## src/rtl/alu_arbiter.sv

```systemverilog
// alu_arbiter
//   Shares one combinational ALU between NUM_REQ execute units. One requester
//   is granted per cycle and its operands/op are muxed straight to the ALU, so
//   the owner sees the result in the same cycle. A granted requester keeps the
//   ALU for as long as it holds req_valid; on release the remaining requesters
//   are arbitrated round-robin in that same cycle (no bubble).
//
// Ports
//   clk            system clock, rising edge
//   reset          asynchronous, active-low reset
//   req_valid      per-requester request, bit i = requester i
//   req_in_a/b     per-requester 33-bit operands, slice [33*i +: 33]
//   req_alu_op     per-requester 5-bit op, slice [5*i +: 5]
//   grant          one-hot grant (combinational, zero during reset)
//   alu_in_a/b     operands to the ALU (zero when nothing is granted)
//   alu_op         op to the ALU (IDLE_OP when nothing is granted)
//   alu_result     ALU output
//   req_result     alu_result broadcast; meaningful where grant is set
//   busy           registered, an owner is locked
//   owner          registered index of the locked owner
//   conflict_count registered, saturating count of cycles with a waiting requester
//
// state     | meaning
// ----------+--------------------------------------------------------------
// ST_IDLE   | no owner; grant goes to first requester at or after rr_ptr
// ST_LOCKED | owner holds the ALU while its request stays high; on release
//           | the others are arbitrated in the same cycle from owner+1

module alu_arbiter #(
    parameter int         NUM_REQ = 4,
    parameter logic [4:0] IDLE_OP = 5'd8,
    localparam int        IDX_W   = $clog2(NUM_REQ)
) (
    input  logic                   clk,
    input  logic                   reset,
    input  logic [NUM_REQ-1:0]     req_valid,
    input  logic [33*NUM_REQ-1:0]  req_in_a,
    input  logic [33*NUM_REQ-1:0]  req_in_b,
    input  logic [5*NUM_REQ-1:0]   req_alu_op,
    output logic [NUM_REQ-1:0]     grant,
    output logic [32:0]            alu_in_a,
    output logic [32:0]            alu_in_b,
    output logic [4:0]             alu_op,
    input  logic [31:0]            alu_result,
    output logic [31:0]            req_result,
    output logic                   busy,
    output logic [IDX_W-1:0]       owner,
    output logic [15:0]            conflict_count
);

    typedef enum logic {
        ST_IDLE   = 1'b0,
        ST_LOCKED = 1'b1
    } state_t;

    state_t             state_q, state_d;
    logic [IDX_W-1:0]   owner_q, owner_d;
    logic [IDX_W-1:0]   rr_ptr_q, rr_ptr_d;
    logic [15:0]        conflict_q, conflict_d;

    logic               gnt_any;
    logic [IDX_W-1:0]   gnt_idx;
    logic [IDX_W-1:0]   cand;

    always_ff @(posedge clk or negedge reset) begin
        if (!reset) begin
            state_q    <= ST_IDLE;
            owner_q    <= '0;
            rr_ptr_q   <= '0;
            conflict_q <= '0;
        end else begin
            state_q    <= state_d;
            owner_q    <= owner_d;
            rr_ptr_q   <= rr_ptr_d;
            conflict_q <= conflict_d;
        end
    end

    // Grant selection. Every grant loads rr_ptr with owner+1, so while locked
    // rr_ptr already points one past the owner and the release search can
    // start from rr_ptr in both states.
    always_comb begin
        gnt_any = 1'b0;
        gnt_idx = '0;
        cand    = '0;
        grant   = '0;
        if (reset) begin
            if (state_q == ST_LOCKED && req_valid[owner_q]) begin
                gnt_any = 1'b1;
                gnt_idx = owner_q;
            end else begin
                for (int k = 0; k < NUM_REQ; k++) begin
                    cand = IDX_W'((int'(rr_ptr_q) + k) % NUM_REQ);
                    if (!gnt_any && req_valid[cand]) begin
                        gnt_any = 1'b1;
                        gnt_idx = cand;
                    end
                end
            end
        end
        if (gnt_any) begin
            grant[gnt_idx] = 1'b1;
        end
    end

    always_comb begin
        state_d    = state_q;
        owner_d    = owner_q;
        rr_ptr_d   = rr_ptr_q;
        conflict_d = conflict_q;
        if (gnt_any) begin
            state_d  = ST_LOCKED;
            owner_d  = gnt_idx;
            rr_ptr_d = IDX_W'((int'(gnt_idx) + 1) % NUM_REQ);
        end else begin
            state_d  = ST_IDLE;
        end
        if (|(req_valid & ~grant) && conflict_q != 16'hFFFF) begin
            conflict_d = conflict_q + 16'd1;
        end
    end

    always_comb begin
        alu_in_a = '0;
        alu_in_b = '0;
        alu_op   = IDLE_OP;
        if (gnt_any) begin
            alu_in_a = req_in_a[33*int'(gnt_idx) +: 33];
            alu_in_b = req_in_b[33*int'(gnt_idx) +: 33];
            alu_op   = req_alu_op[5*int'(gnt_idx) +: 5];
        end
    end

    assign req_result     = alu_result;
    assign busy           = (state_q == ST_LOCKED);
    assign owner          = owner_q;
    assign conflict_count = conflict_q;

endmodule

```

## config.mk

```make
export PLATFORM = sky130hd
export DESIGN_NAME = alu_arbiter
export DESIGN_NICKNAME = d
export VERILOG_FILES = /design/src/rtl/alu_arbiter.sv
export SDC_FILE = /design/constraint.sdc
export NUM_CORES = 1
export LEC_CHECK = 0
export BUFFER_PORTS_ARGS = -buffer_cell sky130_fd_sc_hd__buf_4
export CAP_MARGIN = 20
export CORE_AREA = 2 2 173 175
export CTS_CLUSTER_SIZE = 24
export DETAILED_ROUTE_END_ITERATION = 8
export DIE_AREA = 0 0 175 177
export GPL_ROUTABILITY_DRIVEN = 0
export PLACE_DENSITY = 0.4
export SETUP_SLACK_MARGIN = 0.15
export SKIP_LAST_GASP = 1
export SLEW_MARGIN = 20
export SYNTH_ARGS = -nofsm -noshare
export SYNTH_HDL_FRONTEND = slang
export SYNTH_SLANG_ARGS = --single-unit
```

## constraint.sdc

```tcl
create_clock -name clk -period 3.9 [get_ports clk]
set_input_delay 0.195 -clock clk [delete_from_list [all_inputs] [get_ports clk]]
set_output_delay 0.195 -clock clk [all_outputs]
set_load 0.02 [all_outputs]
```

* Word-level counts from Yosys, hierarchy flattened
Cells that the tools add are included.
** Storage, ports and cells
- Flip-flop bits (word level) :: 21
- Input port bits :: 322
- Output and inout port bits :: 126
** Cells by class
- Add/subtract/negate cells :: 5
- $mul :: 2
- Magnitude comparators :: 7
- Equality and inequality tests :: 1
- Shift-type cells :: 3
- Multiplexer cells :: 35
- Bitwise operators :: 2
- Reductions and logical operators :: 10
** Operators with widths (number)
- $shiftx 132x32->33 :: 1
- $shiftx 132x9->33 :: 1
- $mux 33 :: 2
- $shiftx 20x6->5 :: 1
- $mux 1 :: 19
- $lt 2x3->1 const B :: 6
- $add 16x1->16 const B :: 1
- $ne 16x16->1 const B :: 1
- $mux 2 :: 6
- $bmux 1 s2 :: 5
- $mul 6x2->8 const A :: 1
- $logic_and 1x1->1 :: 6
- $mul 3x2->5 const A :: 1
- $mux 5 :: 1
- $add 2x1->2 const B :: 2
- $add 2x2->2 const B :: 2
- $and 4x4->4 :: 1
- $mux 4 :: 1
- $not 4->4 :: 1
- $reduce_or 4->1 :: 1
- $logic_not 1->1 :: 3
- $demux 1 s2 :: 1
- $ge 2x1->1 const B :: 1

* Logic depth before layout (Yosys ltp)
Gate-level depths: netlist of the first run.
- Depth in word-level cells :: 29
- Depth in mapped cells :: 17
- Depth with buffers taken out :: 13

* Worst setup path before layout of the first run
OpenSTA, ideal clock, no wires.
- Kind :: register to register
- Start point :: register owner_q[0] (netlist: owner[0])
- End point :: register conflict_q[15] (netlist: conflict_count[15])
- Library setup time :: 131 ps
- Data arrival time :: 2967 ps
- Data required time :: 3769 ps
- Slack :: 802 ps
- Cell stages (with the launch flop) :: 17
- Cell sequence :: dfrtp_1 -> mux2_2 -> nand3b_1 -> o2111a_2 -> nand2b_4 -> inv_4 -> nand2_4 -> buf_12 -> buf_6 -> inv_1 -> ha_1 -> nand2_1 -> nor2_1 -> o2111ai_2 -> buf_2 -> nand4_1 -> xnor2_1
** On the way
- Word-level cells in the longest chain between the ends :: 14
- Elaborated cells between the ends (all ways) :: 17
- Those cells by class :: 2 x order compare; 9 x mux; 2 x bitwise; 4 x reduce/logical
** RTL lines
- start: declaration :: line 57 : logic [IDX_W-1:0] owner_q, owner_d;
- start signal: assignment :: line 73 : owner_q <= owner_d;
- $bmux 1 s2 :: line 88 : if (state_q == ST_LOCKED && req_valid[owner_q]) begin
- $mux 1 (implied by the code) :: line 88
- $logic_and 1x1->1 :: line 88
- $mux 2 (*) :: line 88
- $mux 2 (*) :: line 87 : if (reset) begin
- net gnt_idx[0] :: line 62 : logic [IDX_W-1:0] gnt_idx;
- $lt 2x3->1 (implied by the code) or $ge 2x1->1 (tied branches) :: line 102 : grant[gnt_idx] = 1'b1;
- $logic_and 1x1->1 (implied by the code) :: line 102
- $mux 1 (implied by the code) :: line 102
- $demux 1 s2 (*) :: line 102
- $mux 4 (*) :: line 101 : if (gnt_any) begin
- net grant[1] :: line 40 : output logic [NUM_REQ-1:0] grant,
- $not 4->4 (*) :: line 118 : if (|(req_valid & ~grant) && conflict_q != 16'hFFFF) begin
- $and 4x4->4 (*) :: line 118
- $reduce_or 4->1 (*) :: line 118
- $logic_and 1x1->1 (*) :: line 118
- end signal: assignment :: line 75 : conflict_q <= conflict_d;
- end: declaration :: line 59 : logic [15:0] conflict_q, conflict_d;
The timed path passes the listed nets; every way through them passes the cells marked *. The select of a mux whose other input is x is not followed.
A chain may end at the register's enable or synchronous reset.

* Final worst setup path of the first run
- Start point :: register rr_ptr_q[1]
- End point :: output alu_in_b[9]
** On the way
- Word-level cells in the longest chain between the ends :: 23
- Elaborated cells between the ends (all ways) :: 38
- Those cells by class :: 3 x add/sub; 1 x mul; 1 x shift; 27 x mux; 6 x reduce/logical
** RTL lines
- start: declaration :: line 58 : logic [IDX_W-1:0] rr_ptr_q, rr_ptr_d;
- start signal: assignment :: line 74 : rr_ptr_q <= rr_ptr_d;
- $bmux 1 s2 :: line 94 : if (!gnt_any && req_valid[cand]) begin
- $mux 1 (implied by the code) :: line 94
- $mux 1 :: line 94
- $mux 1 :: line 88
- $mux 1 :: line 87
- $logic_not 1->1 :: line 94
- $logic_and 1x1->1 :: line 94
- $mux 1 :: line 94
- [... 7 more ...]
- $logic_not 1->1 :: line 94
- $logic_and 1x1->1 :: line 94
- $mux 2 :: line 94
- $mux 2 :: line 88
- $mux 2 :: line 87
- $mul 6x2->8 :: line 129 : alu_in_b = req_in_b[33*int'(gnt_idx) +: 33];
- $shiftx 132x9->33 :: line 129
- $mux 33 (*) :: line 127 : if (gnt_any) begin
- end: declaration :: line 42 : output logic [32:0] alu_in_b,
Mark *: on every way between the ends. The rest lies on a longest branch, timed or not. The select of a mux whose other input is x is not followed.

==> flow_summary.ini, run 1 <==
[outcome]
status = finished, final reports clean

[floorplanning]
dieArea_mm2 = 0.0310
core_region_area_mm2 = 0.0292
row_count = 63
die_w_um = 175
ioPinCount = 448
start_util_pct = 12.9
die_h_um = 177

[detailed_routing]
drtIter0Drc = 73
vias = 4190
firstDrtPassIters = 4
finalWirelength_um = 20100
drc = 0
avgRoutedWirePerCell_um = 19.0
detail-route-antenna-nets = 0
via_per_inst = 3.95

[yosys]
synth_top_cells_by_area = mux4_2 42%, dfrtp_1 14%, and2_1 12%
yosysWarnings = 0
postSynth.asyncResetShare_pct = 100
synth_area_mm2 = 0.00377
synth.largest_area_cell = mux4_2
synth_edf_count = 0
synth-main-ff-cell = dfrtp_1
synth_seq_area_share_pct = 13.9
synth.distinct_cells = 42
syn-num-nets = 661
syn_inst = 334
synth_area_per_cell_um2 = 11.3
ys_ff_latch = 21
synth.top_cell.area_share_pct = 42.4

[placed_design]
dp.cells = 1056
dp_slack_ps = 761
dp_hpwl_um = 17100
portBuffers = 383

[timing]
fin_crit_sh_pct = 87.5
max_freq_ghz = 0.293
fin_skew_ps = 8.74
timing.slew.headroom_pct = 54.4
setup_violations = 0
fin_crit_ps = 3410
hold_viol_final = 0
setup_slack_ps = 488
report.final.slew_viol_count = 0
rsz0062_at_grt = no
setup_tns_ps = 0
worstMarginPinSlew_ps = 684

[cts]
clk_pin_slew_ps = 70
cts_root_buf = clkbuf_16
numCtsBuffers = 3
tritoncts = done
cts.htree.levels = 1
cts_buffer_depth = 2
cts_sinks = 21
post-cts-setup-buffers = 0
clk_latency_ps = 260

[job]
drv_cap = 0

[finish]
layout-drive-gt1-share_pct = 71.2
final_cell_mix = 389 x buf_4, 71 x mux4_2, 70 x and2_1
regArea_um2 = 526
fill_cells = 3221
final_util_pct = 23.4
syn_to_final_growth_pct = 81.7
layout.cells.non_filler = 1061
multi_input_comb_area_mm2 = 0.00276
antenna_cells = 0
nets = 999
layout_commonest_cell = buf_4

[grt]
antenna_found_initial = 1
grtUsageTotal_pct = 12.3
grt_overflow_total = 0
grt_pass1_wl_um = 29000
grt_max_degree = 74
first_global_vias = 4665

[worst_setup_path]
critical_path_class = flip-flop to output port
reg2reg_slack_ps = 780
reg2reg_to = conflict_count[1]
cp_max_fo = 35
cp.arrival_ps = 3220
required_ps = 3700
start_kind = flip-flop
reg2reg_depth = 13
timing.rr.start = rr_ptr_q[1]
endpoint_kind = output port

[power_and_ir_drop]
power_density_mw_per_mm2 = 410
power_mw = 2.81
power_leakage_nw = 3.21
peakVddDrop_v = 0.000230

[hold_path]
min_path_type = input pin to asynchronous set/reset pin
## worst max-delay path by stage
stage / from / endpoint / slack [ps] / depth (start not counted)
after global placement: rr_ptr_q[1] / alu_in_b[9] / 740 / 10
after global routing: rr_ptr_q[1] / alu_in_b[9] / 330 / 10
after detailed placement: rr_ptr_q[1] / alu_in_b[9] / 760 / 10
after floorplan: owner[0] / conflict_count[15] / 800 / 16
final: rr_ptr_q[1] / alu_in_b[9] / 490 / 10
after CTS: rr_ptr_q[1] / alu_in_b[9] / 460 / 10
## cells by family after synthesis
| logic type | after synthesis | share of synthesized area, % |
|---|---|---|
| compound gates | 17 | 3.28 |
| xor+xnor | 14 | 3.25 |
| fa+ha+maj | 5 | 1.66 |
| buf+inv | 67 | 13.1 |
| flops | 21 | 13.9 |
| mux | 77 | 44.1 |
| simple gates | 133 | 20.7 |
## cells in the mapped netlist, types with 7 or more instances
master and n:
mux4_2 71, nor2_1 7, and3_1 7, and2_1 70
xnor2_1 14, dfrtp_1 21, clkbuf_1 14, buf_4 33
nand3_1 9, nand2_1 20
## per-layer routing
| layer | up-vias | share of wire, % | track usage, % | wire length, µm |
|---|---|---|---|---|
| li1 | 1904 | - | - | - |
| met1 | 2053 | 36 | 13.6 | 7260 |
| met2 | 207 | 54 | 22.9 | 10800 |
| met3 | 24 | 8.1 | 3.78 | 1640 |
| met4 | 2 | 2.0 | 2.81 | 402 |
| met5 | - | 0.079 | 0 | 16 |
## metrics by stage
| stage | hold WS [ps] | cell area, µm² |
|---|---|---|
| 3_3_place_gp | 132 | 6760 |
| 2_1_floorplan | -101 | 3770 |
| 6_report | 389 | 6860 |
| 4_1_cts | 390 | 6860 |
| 3_5_place_dp | 136 | 6760 |
| 5_1_grt | 390 | 6860 |
## repair_timing
item | in CTS | in global routing
endpoints found under the hold margin | 21 | 0
gates resized for setup | 0 | 0
endpoints found under the setup margin | 0 | 0
hold buffers | 1 | 0
## critical path, cell delays in order, from the launching register on
cell,delay [ps]
dfrtp_1,500
mux4_2,540
inv_1,70
o2111a_2,260
nand2b_4,180
inv_4,40
nand2_4,100
buf_12,270
mux4_2,590
and2_1,200
buf_4,160
## area by class of cell
class	instances	share of cell area [%]
Timing Repair Buffer	392	43.3
Multi-Input combinational cell	246	40.2
Sequential cell	21	7.67
Tap cell	390	7.12
Clock buffer	3	1.10
Inverter	8	0.493
Clock inverter	1	0.110
## state kept, by name (all words and copies together), names as in the netlist
signal	flops
rr_ptr_q	2
busy	1
owner	2
conflict_count	16
## where the power goes
part	internal [mW]	leakage [nW]	switching, mW
clock	0.139	0.0371	0.0879
sequential	0.278	0.270	0.0875
combinational	1.19	2.90	1.02
total	1.61	3.21	1.20
Note: power is estimated with default switching activity, not from simulation.
==> inputs of run 2 (changes only) <==
--- a/config.mk
+++ b/config.mk
@@ -7,10 +7,10 @@
 export LEC_CHECK = 0
 export BUFFER_PORTS_ARGS = -buffer_cell sky130_fd_sc_hd__buf_4
 export CAP_MARGIN = 20
-export CORE_AREA = 2 2 173 175
+export CORE_AREA = 2 2 175 177
 export CTS_CLUSTER_SIZE = 24
 export DETAILED_ROUTE_END_ITERATION = 8
-export DIE_AREA = 0 0 175 177
+export DIE_AREA = 0 0 177 179
 export GPL_ROUTABILITY_DRIVEN = 0
 export PLACE_DENSITY = 0.4
 export SETUP_SLACK_MARGIN = 0.15
==> constraint.sdc (replaced) <==
create_clock -name clk -period 2.9 [get_ports clk]
set_input_delay 0.145 -clock clk [delete_from_list [all_inputs] [get_ports clk]]
set_output_delay 0.145 -clock clk [all_outputs]
set_load 0.02 [all_outputs]
==> flow_summary.ini, run 2 (synthesis results as in run 1) <==
[timing]
fin_skew_ps = 3.48
setup_violations = 62
rsz0062_at_grt = yes
fin_crit_ps = 3030
report.final.slew_viol_count = 0
setup_slack_ps = -128
worstMarginPinSlew_ps = 524
hold_viol_final = 0
max_freq_ghz = 0.330
timing.slew.headroom_pct = 65.0
fin_crit_sh_pct = 104

[worst_setup_path]
max_stage_delay_ps = 520
reg2reg_slack_ps = -30
worst_path_max_delay_cell = mux4_2
timing.rr.start = rr_ptr_q[1]
endpoint = alu_in_b[24]
critical_path_class = flip-flop to output port
required_ps = 2760
critPathTopFamily = multiplexers
cp.arrival_ps = 2880
endpoint_kind = output port
reg2reg_depth = 16
path_buf_inv = 6
start_kind = flip-flop
cpMostUsedCell = mux4_2
startpoint = rr_ptr_q[1]
crit_path_cell_trace = mux4_2 -> inv_2 -> o2111a_2 -> nand2b_4 -> inv_6 -> nand2_8 -> buf_8 -> buf_12 -> buf_16 -> mux4_2 -> and2_4 -> buf_6
cp_max_fo = 8
crit_cells = 12
reg2reg_to = conflict_count[1]

[finish]
syn_to_final_growth_pct = 98.1
final_cell_mix = 366 x buf_4, 71 x mux4_2, 47 x and2_1
nets = 1020
layout-drive-gt1-share_pct = 78.5
final_util_pct = 24.9
stdcell_area_mm2 = 0.00747
layout_commonest_cell = buf_4
largest_reg_flops = 16

[detailed_routing]
via_per_inst = 3.91
firstDrtPassIters = 4
avgRoutedWirePerCell_um = 19.8
vias = 4255
detail-route-antenna-nets = 0
drc = 0
finalWirelength_um = 21600
drtIter0Drc = 148

[cts]
clk_pin_slew_ps = 60
cts_sinks = 21
tritoncts = done
cts.htree.levels = 1
numCtsBuffers = 3
clk_latency_ps = 260
cts_buffer_depth = 2
cts_root_buf = clkbuf_16

[hold_path]
min_path_type = input pin to asynchronous set/reset pin

[power_and_ir_drop]
peakVddDrop_v = 0.000217
power_leakage_nw = 3.46
power_density_mw_per_mm2 = 588

[floorplanning]
start_util_pct = 12.6
row_count = 64
dieArea_mm2 = 0.0317
core_region_area_mm2 = 0.0300
ioPinCount = 448
die_w_um = 177
die_h_um = 179

[placed_design]
placed_area_mm2 = 0.00693
portBuffers = 383
dp_hpwl_um = 18100

[outcome]
status = finished, violations left
violations = setup timing

[job]
drv_cap = 0

[grt]
grt_pass1_wl_um = 29800
grt_overflow_total = 0
first_global_vias = 4528
grt_max_degree = 74
grtUsageTotal_pct = 12.7
antenna_found_initial = 1
run 2: cell count changes in the layout (fill, tap and decap cells not counted), sizes merged:
cell         change
clkbuf           +1
buf             +21
dlygate4sd3      -1
clkinv           +1
clkinvlp         -1
diode            +1
run 2: metrics by stage:
stage | hold slack, ps | setup WS, ps | std cells | power, mW | setup TNS, ps
2_1_floorplan | -151 | -36.6 | 334 | 2.60 | -167
3_3_place_gp | 93.4 | 93.4 | 1071 | 3.71 | 0
3_5_place_dp | 86.7 | 94.4 | 1071 | 3.71 | 0
4_1_cts | 290 | -144 | 1081 | 4.25 | -4570
5_1_grt | 105 | -242 | 1089 | 4.71 | -12790
6_report | 57.4 | -128 | 1089 | 4.40 | -3540
run 2: worst min path at each step:
stage,from,endpoint
finish,reset,conflict_count[3]
global route,reset,conflict_count[3]
floorplan,reset,busy
detailed placement,reset,conflict_count[9]
CTS,alu_result[0],req_result[0]
global placement,reset,conflict_count[8]
run 2: area by class of cell:
| type | instances | area, µm² |
|---|---|---|
| Fill cell | 3301 | 22600 |
| Clock inverter | 1 | 5.00 |
| Inverter | 8 | 41.3 |
| Antenna cell | 1 | 2.50 |
| Multi-Input combinational cell | 246 | 2930 |
| Clock buffer | 3 | 75.1 |
| Tap cell | 396 | 495 |
| Timing Repair Buffer | 413 | 3400 |
| Sequential cell | 21 | 528 |
run 2: what timing repair did:
action                     CTS  global route
hold endpoints to repair    21             0
setup endpoints to repair   73            89
hold buffers                 1             0
pin swaps                    1            13
resized for setup           33            50
gates cloned                 3             2
buffers inserted             2             5
run 2: power by group:
| group | internal (mW) | switching [mW] | total, mW |
|---|---|---|---|
| combinational | 2.06 | 1.54 | 3.59 |
| sequential | 0.377 | 0.117 | 0.495 |
| clock | 0.186 | 0.121 | 0.307 |
| total | 2.62 | 1.78 | 4.40 |
run 2: metal layers:
metal	global-route usage, %	part of all wire (%)	vias to the layer above
li1	-	-	1949
met1	15.9	39	2075
met2	21.3	50	213
met3	4.43	9.6	18
met4	1.93	1.3	0
met5	0	0	-
==> inputs of run 3 (changes only) <==
--- a/config.mk
+++ b/config.mk
@@ -7,10 +7,10 @@
 export LEC_CHECK = 0
 export BUFFER_PORTS_ARGS = -buffer_cell sky130_fd_sc_hd__buf_4
 export CAP_MARGIN = 20
-export CORE_AREA = 2 2 175 177
+export CORE_AREA = 2 2 173 175
 export CTS_CLUSTER_SIZE = 24
 export DETAILED_ROUTE_END_ITERATION = 8
-export DIE_AREA = 0 0 177 179
+export DIE_AREA = 0 0 175 177
 export GPL_ROUTABILITY_DRIVEN = 0
 export PLACE_DENSITY = 0.4
 export SETUP_SLACK_MARGIN = 0.15
==> constraint.sdc (replaced) <==
create_clock -name clk -period 3.34 [get_ports clk]
set_input_delay 0.167 -clock clk [delete_from_list [all_inputs] [get_ports clk]]
set_output_delay 0.167 -clock clk [all_outputs]
set_load 0.02 [all_outputs]
==> flow_summary.ini, run 3 (synthesis results as in run 1) <==
[power_and_ir_drop]
power_leakage_nw = 3.30
power_mw = 3.47
peakVddDrop_v = 0.000168
power_density_mw_per_mm2 = 493

[worst_setup_path]
required_ps = 3170
cp.arrival_ps = 2860
cp_max_fo = 11
endpoint_kind = output port
start_kind = flip-flop
reg2reg_slack_ps = 470
critical_path_class = flip-flop to output port

[finish]
nets = 1010
syn_to_final_growth_pct = 86.6
stdcell_area_mm2 = 0.00704
layout.cells.non_filler = 1073
layout-drive-gt1-share_pct = 72.1
layout_commonest_cell = buf_4
final_cell_mix = 394 x buf_4, 71 x mux4_2, 70 x and2_1
largest_reg_flops = 16
fill_cells = 3204
final_util_pct = 24.1

[grt]
grtUsageTotal_pct = 12.4
antenna_found_initial = 2
grt_pass1_wl_um = 29000
first_global_vias = 4616
grt_max_degree = 74
grt_overflow_total = 0

[detailed_routing]
drtIter0Drc = 123
firstDrtPassIters = 5
vias = 4262
via_per_inst = 3.97
avgRoutedWirePerCell_um = 19.4
detail-route-antenna-nets = 0
finalWirelength_um = 20800
drc = 0

[timing]
rsz0062_at_grt = no
whs_ps = 334
hold_viol_final = 0
setup_tns_ps = 0
fin_skew_ps = 5.54
setup_violations = 0
max_freq_ghz = 0.330
report.final.slew_viol_count = 0
timing.slew.headroom_pct = 54.9
fin_crit_ps = 3030
setup_slack_ps = 308
worstMarginPinSlew_ps = 676
fin_crit_sh_pct = 90.8

[cts]
cts.htree.levels = 1
clk_latency_ps = 260
numCtsBuffers = 3
tritoncts = done
cts_buffer_depth = 2
clk_pin_slew_ps = 60
cts_sinks = 21
cts_root_buf = clkbuf_16

[outcome]
status = finished, final reports clean

[floorplanning]
core_region_area_mm2 = 0.0292
dieArea_mm2 = 0.0310
start_util_pct = 12.9
die_h_um = 177
die_w_um = 175
row_count = 63
ioPinCount = 448

[placed_design]
dp_hpwl_um = 17400
dp_slack_ps = 243
portBuffers = 383
placed_area_mm2 = 0.00682
dp.cells = 1059

[hold_path]
min_path_type = input pin to output port

[job]
drv_cap = 0
## run 3: cell types whose count changed in the layout (fill, tap and decap cells not counted), sizes merged
cell / previous run / this run
buf: 412 / 400
clkbuf: 4 / 5
clkinv: 2 / 1
clkinvlp: 0 / 1
dlygate4sd3: 0 / 1
## run 3: path summary, 6_finish.rpt
check                                       start                end  depth (start not counted)
worst max-delay path                  rr_ptr_q[1]       alu_in_b[32]                         12
worst min register to register  conflict_count[9]  conflict_count[9]                          1
worst min-delay path               alu_result[14]     req_result[14]                          0
min in group asynchronous                   reset  conflict_count[9]                          2
max in group asynchronous                   reset           owner[0]                          2
worst max register to register        rr_ptr_q[1]  conflict_count[1]                         14
## run 3: routing by layer
metal / global-route usage [%] / share of wire (%) / vias up
li1: - / - / 1930
met1: 13.7 / 36 / 2117
met2: 23.4 / 55 / 203
met3: 4.23 / 8.6 / 10
met4: 1.22 / 0.47 / 2
met5: 0 / 0.058 / -
## run 3: worst max-delay path: stages (launching register included)
cell      delay [ps]
dfrtp_2          410
buf_4            170
nand2b_4         140
and4b_1          190
o2111a_2         270
nand2b_4         170
inv_4             90
nand2_8           90
buf_12           160
buf_12           150
mux4_2           420
and2_1           180
buf_4            160
## run 3: cell type report
cell class | instances | area [µm²] | share of cell area [%]
Clock inverter | 1 | 7.51 | 0.107
Sequential cell | 21 | 528 | 7.50
Timing Repair Buffer | 403 | 3140 | 44.5
Inverter | 8 | 33.8 | 0.480
Clock buffer | 3 | 75.1 | 1.07
Tap cell | 390 | 488 | 6.93
Multi-Input combinational cell | 246 | 2770 | 39.3
Antenna cell | 1 | 2.50 | 0.0355
## run 3: report_power, final
part           switching (mW)  internal (mW)
combinational            1.26           1.54
sequential             0.0882          0.328
clock                  0.0975          0.162
## run 3: repair_timing
| action | in CTS | in global routing |
|---|---|---|
| hold buffers | 1 | 0 |
| gates resized for setup | 3 | 4 |
| gates cloned | 0 | 2 |
| setup endpoints to repair | 64 | 64 |
| endpoints found under the hold margin | 21 | 0 |
| buffers inserted | 1 | 5 |
